File: config.mk
export PLATFORM = sky130hd
export DESIGN_NAME = execute
export DESIGN_NICKNAME = d
export VERILOG_FILES = /design/src/rtl/execute_pkg.sv /design/src/rtl/divider.sv /design/src/rtl/execute.sv
export SDC_FILE = /design/constraint.sdc
export NUM_CORES = 2
export LEC_CHECK = 0
export BUFFER_PORTS_ARGS = -buffer_cell sky130_fd_sc_hd__buf_2
export CAP_MARGIN = 40
export CELL_PAD_IN_SITES_DETAIL_PLACEMENT = 0
export CELL_PAD_IN_SITES_GLOBAL_PLACEMENT = 1
export CORE_MARGIN = 4
export CORE_UTILIZATION = 31
export CTS_CLUSTER_DIAMETER = 150
export DETAILED_ROUTE_END_ITERATION = 6
export PLACE_DENSITY = 0.61
export SETUP_SLACK_MARGIN = 0.15
export SLEW_MARGIN = 20
export SYNTH_ARGS = -nofsm -noshare
export SYNTH_HDL_FRONTEND = slang
export SYNTH_SLANG_ARGS = --single-unit
File: constraint.sdc
create_clock -name clk -period 8.86 [get_ports clk]
set_input_delay 2.215 -clock clk [delete_from_list [all_inputs] [get_ports clk]]
set_output_delay 2.215 -clock clk [all_outputs]
set_load 0.01 [all_outputs]
File: src/rtl/execute_pkg.sv
// Shared execute-stage types: ALU opcodes, M-extension funct3 codes,
// decode/hazard structs and the divider state encoding.
package execute_pkg;

    typedef enum logic [3:0] {
        ALU_ADD, ALU_SUB, ALU_SLL, ALU_SLT, ALU_SLTU, ALU_XOR,
        ALU_SRL, ALU_SRA, ALU_OR, ALU_AND, ALU_PASS_B
    } AluOp;

    localparam logic [2:0] F3_MUL    = 3'b000;
    localparam logic [2:0] F3_MULH   = 3'b001;
    localparam logic [2:0] F3_MULHSU = 3'b010;
    localparam logic [2:0] F3_MULHU  = 3'b011;
    localparam logic [2:0] F3_DIV    = 3'b100;
    localparam logic [2:0] F3_DIVU   = 3'b101;
    localparam logic [2:0] F3_REM    = 3'b110;
    localparam logic [2:0] F3_REMU   = 3'b111;

    typedef struct packed {
        logic        enable;
        logic [31:0] pc;
        logic [2:0]  funct3;
        logic        muldiv;
        AluOp        alu_op;
        logic        mem_read;
        logic        mem_write;
        logic        mem_to_reg;
    } DecodeInfo;

    typedef struct packed {
        logic       stall_req;
        logic [3:0] flush_req;
    } PipeRequest;

    typedef enum logic [1:0] {DIV_IDLE, DIV_BUSY, DIV_DONE} div_state_e;

endpackage

File: src/rtl/divider.sv
// Restoring divider, one quotient bit per cycle on operand magnitudes;
// signs are reapplied combinationally on the outputs.
module divider
    import execute_pkg::*;
(
    input  logic        clk,
    input  logic        rst,
    input  logic        start,
    input  logic        hold,
    input  logic        flush,
    input  logic        ack,
    input  logic        is_signed,
    input  logic [31:0] dividend,
    input  logic [31:0] divisor,
    output logic        busy,
    output logic        done,
    output logic [31:0] quotient,
    output logic [31:0] remainder
);

    div_state_e  state, state_n;
    logic [4:0]  cnt;
    logic [31:0] quo, rem, dvs;
    logic        neg_q, neg_r;
    logic        a_neg, b_neg;
    logic [31:0] a_mag, b_mag;
    logic [32:0] rem_sh, rem_sub;

    assign a_neg   = is_signed & dividend[31];
    assign b_neg   = is_signed & divisor[31];
    assign a_mag   = a_neg ? -dividend : dividend;
    assign b_mag   = b_neg ? -divisor : divisor;
    assign rem_sh  = {rem, quo[31]};
    assign rem_sub = rem_sh - {1'b0, dvs};

    always_comb begin
        state_n = state;
        if (flush) begin
            state_n = DIV_IDLE;
        end else if (!hold) begin
            case (state)
                DIV_IDLE: if (start)      state_n = DIV_BUSY;
                DIV_BUSY: if (cnt == '0)  state_n = DIV_DONE;
                DIV_DONE: if (ack)        state_n = DIV_IDLE;
                default:                  state_n = DIV_IDLE;
            endcase
        end
    end

    always_ff @(posedge clk or posedge rst) begin
        if (rst) state <= DIV_IDLE;
        else     state <= state_n;
    end

    always_ff @(posedge clk or posedge rst) begin
        if (rst) begin
            cnt   <= '0;
            quo   <= '0;
            rem   <= '0;
            dvs   <= '0;
            neg_q <= 1'b0;
            neg_r <= 1'b0;
        end else if (!hold && !flush) begin
            if (state == DIV_IDLE && start) begin
                cnt   <= 5'd31;
                quo   <= a_mag;
                rem   <= '0;
                dvs   <= b_mag;
                neg_q <= a_neg ^ b_neg;
                neg_r <= a_neg;
            end else if (state == DIV_BUSY) begin
                cnt <= cnt - 5'd1;
                // Negative trial difference means the divisor did not fit: restore.
                if (!rem_sub[32]) begin
                    rem <= rem_sub[31:0];
                    quo <= {quo[30:0], 1'b1};
                end else begin
                    rem <= rem_sh[31:0];
                    quo <= {quo[30:0], 1'b0};
                end
            end
        end
    end

    assign busy      = (state == DIV_BUSY);
    assign done      = (state == DIV_DONE);
    assign quotient  = neg_q ? -quo : quo;
    assign remainder = neg_r ? -rem : rem;

endmodule

File: src/rtl/execute.sv
// Execute stage: combinational ALU and multiplier, multi-cycle divider,
// and the registered result/store-data/info handoff to memory.
module execute
    import execute_pkg::*;
(
    input  logic        clk,
    input  logic        rst,
    input  DecodeInfo   info,
    input  logic [31:0] op_a,
    input  logic [31:0] op_b,
    input  logic [31:0] rs2_val,
    input  logic        stall_in,
    input  logic        flush_in,
    output PipeRequest  req,
    output logic [31:0] result,
    output logic [31:0] store_data,
    output DecodeInfo   info_ff
);

    logic [31:0]        alu_res, md_res, ex_res;
    logic signed [32:0] a33, b33;
    logic signed [63:0] prod;
    logic               is_div, div_zero, div_ovf, div_valid, stall_req;
    logic               div_busy, div_done;
    logic [31:0]        div_quo, div_rem;

    always_comb begin
        alu_res = '0;
        case (info.alu_op)
            ALU_ADD:    alu_res = op_a + op_b;
            ALU_SUB:    alu_res = op_a - op_b;
            ALU_SLL:    alu_res = op_a << op_b[4:0];
            ALU_SLT:    alu_res = {31'b0, $signed(op_a) < $signed(op_b)};
            ALU_SLTU:   alu_res = {31'b0, op_a < op_b};
            ALU_XOR:    alu_res = op_a ^ op_b;
            ALU_SRL:    alu_res = op_a >> op_b[4:0];
            ALU_SRA:    alu_res = $signed(op_a) >>> op_b[4:0];
            ALU_OR:     alu_res = op_a | op_b;
            ALU_AND:    alu_res = op_a & op_b;
            ALU_PASS_B: alu_res = op_b;
            default:    alu_res = '0;
        endcase
    end

    // 33x33 signed product; only the low 64 bits are ever needed.
    assign a33  = {(info.funct3[1:0] != 2'b11) & op_a[31], op_a};
    assign b33  = {(info.funct3[1:0] == 2'b01) & op_b[31], op_b};
    assign prod = 64'(a33) * 64'(b33);

    assign is_div    = info.muldiv & info.funct3[2];
    assign div_zero  = (op_b == '0);
    assign div_ovf   = ~info.funct3[0] & (op_a == 32'h8000_0000) & (op_b == 32'hFFFF_FFFF);
    assign div_valid = info.enable & is_div & ~div_zero & ~div_ovf;
    assign stall_req = div_valid & ~div_done;

    divider u_divider (
        .clk       (clk),
        .rst       (rst),
        .start     (div_valid & ~div_busy & ~div_done),
        .hold      (stall_in),
        .flush     (flush_in),
        .ack       (~stall_in),
        .is_signed (~info.funct3[0]),
        .dividend  (op_a),
        .divisor   (op_b),
        .busy      (div_busy),
        .done      (div_done),
        .quotient  (div_quo),
        .remainder (div_rem)
    );

    always_comb begin
        md_res = '0;
        if (!info.funct3[2])
            md_res = (info.funct3 == F3_MUL) ? prod[31:0] : prod[63:32];
        else if (div_zero)
            md_res = info.funct3[1] ? op_a : 32'hFFFF_FFFF;
        else if (div_ovf)
            md_res = info.funct3[1] ? 32'h0 : 32'h8000_0000;
        else if (div_done)
            md_res = info.funct3[1] ? div_rem : div_quo;
    end

    assign ex_res = info.muldiv ? md_res : alu_res;

    always_ff @(posedge clk or posedge rst) begin
        if (rst) begin
            result     <= '0;
            store_data <= '0;
            info_ff    <= '0;
        end else if (flush_in) begin
            info_ff <= '0;
        end else if (!stall_in) begin
            if (stall_req) begin
                info_ff <= '0;
            end else begin
                result     <= ex_res;
                store_data <= rs2_val;
                info_ff    <= info;
            end
        end
    end

    assign req.stall_req = stall_req;
    assign req.flush_req = 4'b0000;

endmodule

==> results.toml <==
[logic_synthesis]
yosys_warnings = 0
synth_flop_cell = "dfrtp_1"
ys_top_cells_by_count = "1334 x inv_1, 1138 x nand2_1, 1128 x fa_1, 641 x nor2_1, 348 x ha_1"
synth_cell_type_count = 91
synth.top_cell.area_share_pct = 37.6
netlist_top_cells_area = "fa_1 38%, dfrtp_1 8.9%, inv_1 8.3%"
synthArstFlopShare_pct = 100
yosysMostFrequentCell = "inv_1"
synth_top_cell_by_area = "fa_1"
postSynthCellCount = 7295
synth_edf_count = 0
syn-cell-area_um2 = 60000
syn_avg_cell_area_um2 = 8.22
ys_seq_elements = 213
seq_area_frac_synth_pct = 8.89

[global_routing]
grt_use_total_pct = 30.6
grt-ovfl-total = 0
grt_max_degree = 108
antenna_found_initial = 15
grt_pass1_vias = 59900
grt_pass1_wl_mm = 441

[critical_path]
reg2reg_slack_ns = 3.76
cp-start-kind = "primary input"
reg2reg_depth = 15
timing.rr.start = "u_divider.quo[31]"
crit_top_cell = "fa_1"
rr_endpoint = "u_divider.quo[0]"
slowest_delay_ns = 0.63
arrival_ns = 9.63
critPathRequiredTime_ns = 9.38
crit_type = "in2reg"
end_kind = "flip-flop"
slowest_stage = "fa_2"
crit_path_max_fanout = 6

[finish]
post-route-util_pct = 39.7
area_growth_pct = 27.5
nNetsFinal = 9866
drive_gt1_share_pct = 23.1
n_fill_cell = 19600

[placed_design]
pre_cts_ws_ns = -1.41
io_buffers = 252
dp_hpwl_mm = 259
place_congestion = 1.02

[drt]
vias_per_cell = 5.34
drt-pass1-iter-count = 6
vias = 57700
wirelength_mm = 309
drtIter0Drc = 4878
drtAntennaViolNets = 0
post_drt_wl_per_cell_um = 28.7
drc_errors = 0

[floorplanning]
chipWidth_um = 448
dieArea_um2 = 201000
start_util_pct = 31.2
rows = 161
die_y_um = 448
coreArea_um2 = 192000
pin_count = 257

[timing]
hold_violations = 0
rsz0062_at_grt = "true"
slew_headroom_pct = 31.5
worst_slack_ns = -0.253
timing.final.crit_share_pct = 103
fmax_mhz = 110
final.min_clock_period_ns = 9.11
tightest_slew_ns = 1.02
setup_tns_ns = -4.55
drv_slew = 0
final.setup_skew_ns = 0.0377
setup_viol = 27

[hold_path]
holdPathStages = 2
hold_end = "store_data[13]"
min_path_type = "reg2reg"
min_from = "store_data[13]"

[status]
run_status = "finished with violations"
failed_checks = "negative setup slack"

[clocking]
clock_latency_ns = 0.59
cts_tree = "built"
cts_max_level = 1
path_clk_slew_ns = 0.07
numCtsBuffers = 27
root_buffer = "clkbuf_16"
cts.sinks = 213
clockBufferDepth = 3

[run]
drv_cap = 0
-- worst max-delay path: cells and delay by family --
kind / cells / cell delay [ns]
compound gates: 4 / 0.65
xor+xnor: 1 / 0.19
fa+ha+maj: 9 / 4.32
buf+inv: 10 / 1.04
simple gates: 5 / 1.19
-- flip-flops by register name (all words and copies together) (netlist names) --
name and count:
u_divider.rem 32, u_divider.neg_r 1, u_divider.dvs 32, u_divider.state 2, u_divider.quo 32, store_data 32
u_divider.neg_q 1, result 32, info_ff 44, u_divider.cnt 5
-- stage by stage --
step	cells	hold WS [ns]	cell area, µm²
floorplan	7298	0.450	60700
global placement	10600	0.453	71800
detailed placement	10600	0.456	71900
CTS	10800	0.471	75500
global route	10800	0.487	76500
finish	10800	0.467	76500
-- repair_timing --
action	in CTS	in global routing
hold buffers	0	0
pin swaps	235	149
gates resized for setup	454	145
setup endpoints to repair	32	32
gates cloned	8	1
setup buffers	80	28
-- routing by layer --
metal	track usage [%]	vias to the layer above	share of wire, %
li1	-	25000	-
met1	39.8	29500	41
met2	47.7	2578	44
met3	4.96	654	7.3
met4	18.6	0	7.7
met5	0	-	0
-- layout make-up --
cell class                 instances  area (µm²)  area share [%]
tap                             2526        3160            4.13
antenna                            8        20.0          0.0262
clock inverter                     8         134           0.175
inverter                        1362        5210            6.81
multi-input combinational       5253       49700            65.0
sequential                       213        5330            6.97
clock buffer                      38         747           0.977
timing repair buffer            1389       12200            15.9
-- logic make-up (layout without fill, tap and decap cells) --
logic type	Yosys count	in the layout	synth area share, %
AND/OR/NAND/NOR	2178	2178	15.2
other	1	12	0.00625
multiplexers	120	120	2.44
XOR/XNOR	217	217	3.17
flip-flops	213	213	8.89
adder cells (fa/ha/maj)	1476	1476	44.9
buffers and inverters	1832	2797	11.6
AO/OA/AOI/OAI	1258	1258	13.8
-- placed cells by master (no fill, tap or decap), types with 48 or more instances in the layout --
cell type | synthesis | layout
nor3_1 | 76 | 62
nand3_1 | 65 | 59
nor2_1 | 641 | 618
mux2i_1 | 72 | 72
a21o_1 | 69 | 69
ha_1 | 348 | 299
buf_4 | 6 | 935
a21oi_1 | 341 | 303
fa_1 | 1128 | 1082
o211ai_1 | 60 | 60
inv_1 | 1334 | 1255
buf_2 | 26 | 216
buf_12 | 0 | 127
o22ai_1 | 49 | 48
buf_6 | 0 | 79
xor2_1 | 56 | 54
o21ai_0 | 263 | 230
inv_2 | 8 | 71
dfrtp_1 | 213 | 213
xnor2_1 | 161 | 157
nand2_1 | 1138 | 1108
-- how the worst max path moves through the flow --
stage	depth (start not counted)	slack [ns]	from	endpoint
3_3_place_gp	29	-1.32	op_a[17]	result[2]
5_1_grt	30	-0.48	info[9]	result[14]
4_1_cts	30	-0.24	info[9]	result[14]
3_5_place_dp	29	-1.41	op_a[17]	result[2]
6_report	29	-0.25	info[9]	result[21]
2_1_floorplan	28	-0.98	op_b[0]	result[27]
Power is left out: the tool's default activity adds up to more than one toggle a clock period on the data nets, which glitch-free logic cannot reach.
